**src/rtl/data_mem_responder.sv**
```systemverilog
// Data-memory responder: word-addressed RAM behind the processor data port,
// with programmable stall latency and sticky protocol/range error flags.
`timescale 1ns/1ps
module data_mem_responder #(
    parameter int unsigned WORD_SIZE     = 16,
    parameter int unsigned ADDR_BITS     = 8,
    parameter int unsigned READ_LATENCY  = 2,
    parameter int unsigned WRITE_LATENCY = 1
) (
    input  logic                 Clock,
    input  logic                 Resetn,
    input  logic [WORD_SIZE-1:0] DataAddr,
    input  logic [WORD_SIZE-1:0] DataOut,
    input  logic                 ReadData,
    input  logic                 WriteData,
    output logic [WORD_SIZE-1:0] DataIn,
    output logic                 DataWaitreq,
    output logic                 ProtoErr,
    output logic                 RangeErr
);

    localparam int unsigned DEPTH  = 2 ** ADDR_BITS;
    localparam int unsigned CNT_W  = 4;
    localparam logic [CNT_W-1:0] RD_LAT = CNT_W'(READ_LATENCY);
    localparam logic [CNT_W-1:0] WR_LAT = CNT_W'(WRITE_LATENCY);

    typedef enum logic {
        IDLE = 1'b0,
        WAIT = 1'b1
    } state_t;

    state_t                 state_q, state_d;
    logic [CNT_W-1:0]       cnt_q, cnt_d;
    logic [WORD_SIZE-1:0]   addr_q, addr_d;
    logic                   wr_q, wr_d;
    logic                   proto_q, range_q;

    logic [WORD_SIZE-1:0]   mem [DEPTH];

    logic                   req;
    logic [CNT_W-1:0]       lat;
    logic                   in_range;
    logic [ADDR_BITS-1:0]   idx;
    logic                   mismatch;
    logic                   waitreq_c;
    logic                   ack_c;
    logic                   proto_set;
    logic                   range_set;

    // Request decode; a simultaneous read+write is handled as a write
    assign req      = ReadData | WriteData;
    assign lat      = WriteData ? WR_LAT : RD_LAT;
    assign in_range = ((DataAddr >> ADDR_BITS) == '0);
    assign idx      = DataAddr[ADDR_BITS-1:0];
    assign mismatch = (DataAddr != addr_q) || (WriteData != wr_q);

    // Next-state and stall generation
    always_comb begin
        state_d   = state_q;
        cnt_d     = cnt_q;
        addr_d    = addr_q;
        wr_d      = wr_q;
        waitreq_c = 1'b0;
        case (state_q)
            IDLE: begin
                if (req && (lat != '0)) begin
                    waitreq_c = 1'b1;
                    addr_d    = DataAddr;
                    wr_d      = WriteData;
                    cnt_d     = CNT_W'(1);
                    state_d   = WAIT;
                end
            end
            WAIT: begin
                if (!req) begin
                    state_d = IDLE;
                    cnt_d   = '0;
                end else if (mismatch) begin
                    waitreq_c = 1'b1;
                    addr_d    = DataAddr;
                    wr_d      = WriteData;
                    cnt_d     = CNT_W'(1);
                end else if (cnt_q >= lat) begin
                    // >= so a relatched zero-latency request still completes
                    state_d = IDLE;
                    cnt_d   = '0;
                end else begin
                    waitreq_c = 1'b1;
                    cnt_d     = cnt_q + CNT_W'(1);
                end
            end
            default: begin
                state_d = IDLE;
                cnt_d   = '0;
            end
        endcase
    end

    // Reset forces the port quiet immediately, so no ack and no stall
    assign DataWaitreq = Resetn & waitreq_c;
    assign ack_c       = Resetn & req & ~waitreq_c;
    assign proto_set   = (req & ReadData & WriteData)
                       | ((state_q == WAIT) & req & mismatch);
    assign range_set   = ack_c & ~in_range;

    // Combinational read data, only driven in a read ack cycle
    assign DataIn = (ack_c && !WriteData && in_range) ? mem[idx] : '0;

    assign ProtoErr = proto_q;
    assign RangeErr = range_q;

    // State register, latched request fields and sticky error flags
    always_ff @(posedge Clock or negedge Resetn) begin
        if (!Resetn) begin
            state_q <= IDLE;
            cnt_q   <= '0;
            addr_q  <= '0;
            wr_q    <= 1'b0;
            proto_q <= 1'b0;
            range_q <= 1'b0;
        end else begin
            state_q <= state_d;
            cnt_q   <= cnt_d;
            addr_q  <= addr_d;
            wr_q    <= wr_d;
            proto_q <= proto_q | proto_set;
            range_q <= range_q | range_set;
        end
    end

    // RAM write at the end of an in-range write ack cycle
    always_ff @(posedge Clock) begin
        if (ack_c && WriteData && in_range) begin
            mem[idx] <= DataOut;
        end
    end

endmodule
```
**config.mk**
```make
export PLATFORM = sky130hd
export DESIGN_NAME = data_mem_responder
export DESIGN_NICKNAME = d
export VERILOG_FILES = /design/src/rtl/data_mem_responder.sv
export SDC_FILE = /design/constraint.sdc
export NUM_CORES = 2
export LEC_CHECK = 0
export ABC_CLOCK_PERIOD_IN_PS = 4800
export BUFFER_PORTS_ARGS = -buffer_cell sky130_fd_sc_hd__buf_2
export CAP_MARGIN = 20
export CELL_PAD_IN_SITES_DETAIL_PLACEMENT = 1
export CELL_PAD_IN_SITES_GLOBAL_PLACEMENT = 2
export CORE_UTILIZATION = 45
export CTS_CLUSTER_SIZE = 25
export DETAILED_ROUTE_END_ITERATION = 6
export HOLD_SLACK_MARGIN = 0.1
export PLACE_DENSITY = 0.74
export SYNTH_ARGS = -nofsm -noshare
export SYNTH_HDL_FRONTEND = slang
export SYNTH_SLANG_ARGS = --single-unit
```
**constraint.sdc**
```tcl
create_clock -name Clock -period 4.8 [get_ports Clock]
set_input_delay 0.72 -clock Clock [delete_from_list [all_inputs] [get_ports Clock]]
set_output_delay 0.72 -clock Clock [all_outputs]
set_load 0.01 [all_outputs]
```
=== After elaboration in Yosys (flattened, before gate mapping) ===
Memories as Yosys holds them, arrays and structs flattened.
Cells that the tools add are included.

* Flip-flop bits (word level): 24
* Memories: 1
* Output and inout port bits: 19
* Bits in writable memories: 4096
* Input port bits: 36

{| class="wikitable"
|+ Memory list
! name !! words !! bits a word !! rd ports !! clocked after memory_dff !! wr ports !! RTL line !! text
|-
| mem || 256 || 16 || 1 || 0 || 1 || 38 || <nowiki>logic [WORD_SIZE-1:0] mem [DEPTH];</nowiki>
|}

* Reduce and logical (&&, ||, !) cells: 10
* Bitwise gates (word level): 15
* Add/sub/neg operators: 1
* Muxes and demuxes: 22
* Equal/unequal tests: 5
* Order comparisons: 1

{| class="wikitable"
|+ Operators with widths
! cell !! count
|-
| 16-bit two-way mux || 4
|-
| 16-bit one-hot mux with 2 select lines || 1
|-
| 16-bit logical NOT || 1
|-
| 4-bit two-way mux || 4
|-
| 16-bit != test || 1
|-
| 1-bit two-way mux || 9
|-
| 1-bit AND || 8
|-
| 4-bit one-hot mux with 2 select lines || 1
|-
| 1-bit logical AND || 5
|-
| 4-bit by 1-bit adder with 4-bit output, second input constant || 1
|-
| 4-bit by 2-bit >= comparator with 1-bit output || 1
|-
| 2-bit by 1-bit != test with 1-bit output, second input constant || 2
|-
| 1-bit bitwise OR || 4
|-
| 1-bit one-hot mux with 2 select lines || 2
|-
| 4-bit nonzero test || 1
|-
| 1-bit NOT || 3
|-
| 3-bit AND reduction || 1
|-
| 2-bit two-way mux || 1
|-
| 2-bit != test, second input constant || 1
|-
| 1-bit logical NOT || 1
|-
| 1-bit logical OR || 1
|-
| 1-bit != test || 1
|}

=== Logic depth before layout (Yosys ltp) ===
* Word-level depth: 12
* Mapped depth: 13
* Mapped depth without buffers: 9

=== Worst setup path after synthesis ===
Ideal clock, no wire load.

* Kind: input port to output port
* From: input port DataAddr[1]
* To: output port DataIn[0]
* Arrival: 2.937 ns
* Slack: 1.143 ns
* Stages: 9
* Cell sequence: buf_2 buf_2 buf_2 clkbuf_1 mux4_2 mux4_2 a31oi_1 o211ai_1 a22o_1

* Longest elaborated chain between the ends: 10
* Elaborated cells between the ends (all ways): 11
* Those cells by class: eq/ne: 1; mux: 4; bitwise: 2; reduce/logical: 3; memory: 1

{| class="wikitable"
|+ RTL lines
! element !! RTL line !! text
|-
| start, declared || 12 || <nowiki>input logic [WORD_SIZE-1:0] DataAddr,</nowiki>
|-
| 16-bit != test || 55 || <nowiki>assign mismatch = (DataAddr != addr_q) || (WriteData != wr_q);</nowiki>
|-
| 1-bit logical OR || 55 ||
|-
| 1-bit two-way mux || 78 || <nowiki>end else if (mismatch) begin</nowiki>
|-
| 1-bit two-way mux || 75 || <nowiki>if (!req) begin</nowiki>
|-
| 1-bit one-hot mux with 2 select lines || 64 || <nowiki>case (state_q)</nowiki>
|-
| 1-bit NOT || 101 || <nowiki>assign ack_c = Resetn & req & ~waitreq_c;</nowiki>
|-
| 1-bit AND || 101 ||
|-
| 1-bit logical AND (2 in series) || 107 || <nowiki>assign DataIn = (ack_c && !WriteData && in_range) ? mem[idx] : '0;</nowiki>
|-
| 16-bit two-way mux * || 107 ||
|-
| end, declared || 16 || <nowiki>output logic [WORD_SIZE-1:0] DataIn,</nowiki>
|}

Mark *: on every way between the ends. The rest lies on a longest branch, timed or not.

=== Worst setup path in the final report ===
* From: input port DataAddr[0]
* To: output port DataIn[7]

The elaborated chain is that of the path after synthesis.

==> results by group <==
Die
  • Die H: ~600 um
  • Ports: 55
  • Die area: between 300,000 and 400,000 um^2
  • Core Area: 347,300 um^2
  • Initial Util: between 40% and 50%
  • Num rows: around 220
  • Die Wd: 593.8 um

Synthesis
  • Most common flop cell mapped by yosys: edfxtp_1
  • Syn_nets: roughly 7,500
  • Synthesis Warnings: 0
  • Synthesized instance count: between 7,000 and 8,000
  • Yosys top cell area share: roughly four fifths
  • Post-synthesis sequential area ratio: 78.42%
  • Synth Cell Area: ~160,000 um^2
  • Syn avg cell area: roughly 21 um^2
  • Top post-synthesis cells by area: edfxtp_1 78%, mux4_2 9.6%, mux2i_1 4.9%, o22ai_1 1.0%, a22oi_1 0.92%
  • Synth cell types: 54
  • Synth area leader: edfxtp_1
  • Number of enable flip-flop cells after synthesis: 4,096
  • Async SR Flop Fraction: 0.5825%
  • Seq cells post-synth: between 4,000 and 5,000

Setup path
  • Worst EP arrival: roughly 4.1 ns
  • Setup Crit Path Kind: input pin to primary output
  • Endpoint class of the critical path: primary output
  • Worst Path Max Fanout: 14
  • Worst path bufs/invs: 8
  • Source of the critical timing path: DataAddr[0]
  • Cells along the critical path: buf_12 > buf_12 > buf_4 > nand4bb_4 > buf_4 > o22ai_1 > nor4_2 > buf_4 > a31oi_1 > buf_4 > a221o_1 > buf_12 > a22o_1 > buf_2
  • Crit path largest cell delay: 0.54 ns
  • CP Launch Type: input pin
  • CP max-delay cell: a221o_1
  • R2R setup slack: approximately 0.85 ns
  • Critical R2R Launch: addr_q[5]$_DFFE_PN0P_
  • Most used cell, CP: buf_4
  • Worst path required time: about 4.1 ns
  • Top delay family on crit path: buffers and inverters

Min path
  • Hold WC Path Type: input pin to flip-flop
  • HP Start: DataOut[9]

Pwr
  • Leak: roughly 60 nW
  • Max IR drop VDD: approximately 370 uV
  • Pwr dens: 411.3 nW/um^2

Clock network
  • Root buf cell: clkbuf_16
  • CTS sink count: 4,120
  • Worst skew pair latency: between 0.9 and 1 ns
  • H-Tree Depth: 5
  • CTS tree: yes
  • Clock Pin Slew Worst Setup and Hold Paths: ~0.06 ns
  • CTS Buffer Depth: 4
  • CTS buffer count: just over 400

Global route
  • Gr usage total: between 20% and 30%
  • Number of global-route vias before repair: 83,500
  • Largest net degree at the start of global routing: between 100 and 150
  • First-pass GRT wire length: between 600,000 and 700,000 um
  • GR Overflow Total: 0
  • Initial antenna violation count: 17

STA
  • Slew HR: 19.09%
  • Slew @ Worst Pin: roughly 1.2 ns
  • Final setup TNS: -0.007835 ns
  • Final setup margin: -0.004484 ns
  • Finish-stage setup viols: 2
  • Final Hold Vio Count: 0
  • RSZ-0062 raised after global routing: true
  • Min Tclk post-route: roughly 4.8 ns
  • Period Utilization, post-route: 100.1%
  • Final Slew Violations: 0
  • Clock Skews: between 0.05 and 0.06 ns
  • Fmax: 208.1 MHz
  • Final hold slack: roughly 0.17 ns

Status
  • Failing checks: setup timing
  • Status: finished with violations

Routing
  • TritonRoute pass-1 iters: 6
  • Initial DRC Count: roughly 9,100
  • Vias per cell: between 6 and 7
  • Vias: 81,050
  • ANT nets after route: 0
  • Remaining DRCs: 0
  • Routed len/inst: around 34 um
  • Routed wire length: roughly 450,000 um

Place
  • Area post-placement: between 150,000 and 200,000 um^2
  • Final RePlAce weighted congestion: 0.8784
  • Buffers on Ports: 54
  • Post-placement worst setup slack: -0.2838 ns
  • DP HPWL: 277,500 um

Job
  • Max Cap Viol: 0

Cells and area
  • Synth-to-layout area growth: 16.38%
  • Final nets: ~8,300
  • Area of the multi-input gates: between 30,000 and 40,000 um^2
  • Reg area: 123,600 um^2
  • Layout cells sized above 1: ~25%
  • Fillers: between 30,000 and 40,000
  • Fin area: roughly 180,000 um^2
stage by stage:
step	instances	power [mW]	util (%)
2_1_floorplan	7447	41.99	-
3_3_place_gp	12420	43.95	48.87
3_5_place_dp	12420	44.05	48.87
4_1_cts	13180	75.84	52.76
5_1_grt	13190	77.10	52.81
6_report	13190	75.44	52.82
what timing repair did:
action / in CTS / in global routing
pin swaps: 1 / 3
setup buffers: 1 / 0
resized for setup: 9 / 15
setup endpoints to repair: 9 / 10
cloned: 0 / 4
hold endpoints to repair: 34 / 0
hold buffers: 10 / 0
final timing paths:
| path | endpoint | depth (start not counted) |
|---|---|---|
| max in group asynchronous | addr_q[2]$_DFFE_PN0P_ | 3 |
| worst min register to register | cnt_q[3]$_DFFE_PN0P_ | 1 |
| worst max register to register | mem[185][3]$_DFFE_PP_ | 12 |
| min in group asynchronous | wr_q$_DFFE_PN0P_ | 3 |
| worst max-delay path | DataIn[7] | 14 |
| worst min-delay path | mem[54][9]$_DFFE_PP_ | 1 |
sequential cells by signal, summed over array words and instances (netlist names):
signal and flops:
wr_q 1, state_q 1, RangeErr 1, cnt_q 4, addr_q 16, mem 4096, ProtoErr 1
worst reg2reg max path, stage by stage (launching register included):
cell and delay (ns):
dfrtp_1 0.41, xnor2_2 0.56, buf_4 0.23, nand4_1 0.11, nor4_2 0.22, nand4_1 0.25, buf_4 0.30, nor4_1 0.26
buf_4 0.22, nand2_2 0.25, buf_4 0.29, nor2_1 0.14, buf_4 0.36
layout by cell type, fill, tap and decap left out, drive strengths merged, types with 12 or more instances in the layout:
cell type / instances
nand3: 24
and3: 19
inv: 16
bufinv: 43
a221o: 15
clkinv: 176
a221oi: 125
a22oi: 193
nor2: 290
nand2: 104
o22ai: 251
clkbuf: 514
or4: 16
buf: 836
xnor2: 14
edfxtp: 4096
o21ai: 35
nand4b: 18
clkinvlp: 12
a41o: 17
nor2b: 14
mux2i: 765
nor4: 55
a21oi: 53
mux2: 20
o211ai: 15
dfrtp: 24
a22o: 50
a31oi: 33
nand4: 38
mux4: 672
metal layers:
metal,up-vias,wire (um),track usage (%)
met1,43940,182300,34.43
met5,-,91,0.02705
met4,12,19840,10.08
met3,672,32500,3.856
met2,3426,217400,40.82
li1,33000,-,-
synthesized netlist by cell type (29+ instances only):
library cell	count
a21oi_1	53
a221oi_1	125
a22o_1	50
a22oi_1	193
a31oi_1	33
buf_1	29
buf_2	187
buf_4	47
clkbuf_1	166
edfxtp_1	4096
mux2i_1	765
mux4_2	672
nand2_1	104
nand4_1	37
nor2_1	289
nor4_1	52
o21ai_0	34
o22ai_1	251
cells by family (layout without fill, tap and decap cells):
group           after synthesis  after routing  share of synthesized area [%]
other cells                   0              7                              0
buf+inv                     448           1607                          1.394
compound gates              796            796                          3.619
flops                      4120           4120                          78.42
mux                        1457           1457                          14.60
fa+ha+maj                     3              3                        0.02382
simple gates                606            607                          1.846
xor+xnor                     17             17                        0.09447
power by group:
group	internal (mW)	switching, mW	leakage [nW]	total, mW
clock	18.4	13.7	6.51	32.1
combinational	1.33	2.45	16.2	3.78
sequential	39.6	0.0109	37.1	39.6
total	59.3	16.1	59.8	75.4
cell type report:
class                      count  area share [%]
inverter                       5         0.01023
clock buffer                 511           5.943
multi-input combinational   2880           17.53
sequential                  4120           67.38
timing repair buffer         849           4.667
clock inverter               242           1.340
tap                         4578           3.123
antenna                        7        0.009549
Power figures use the tool's default switching activity.
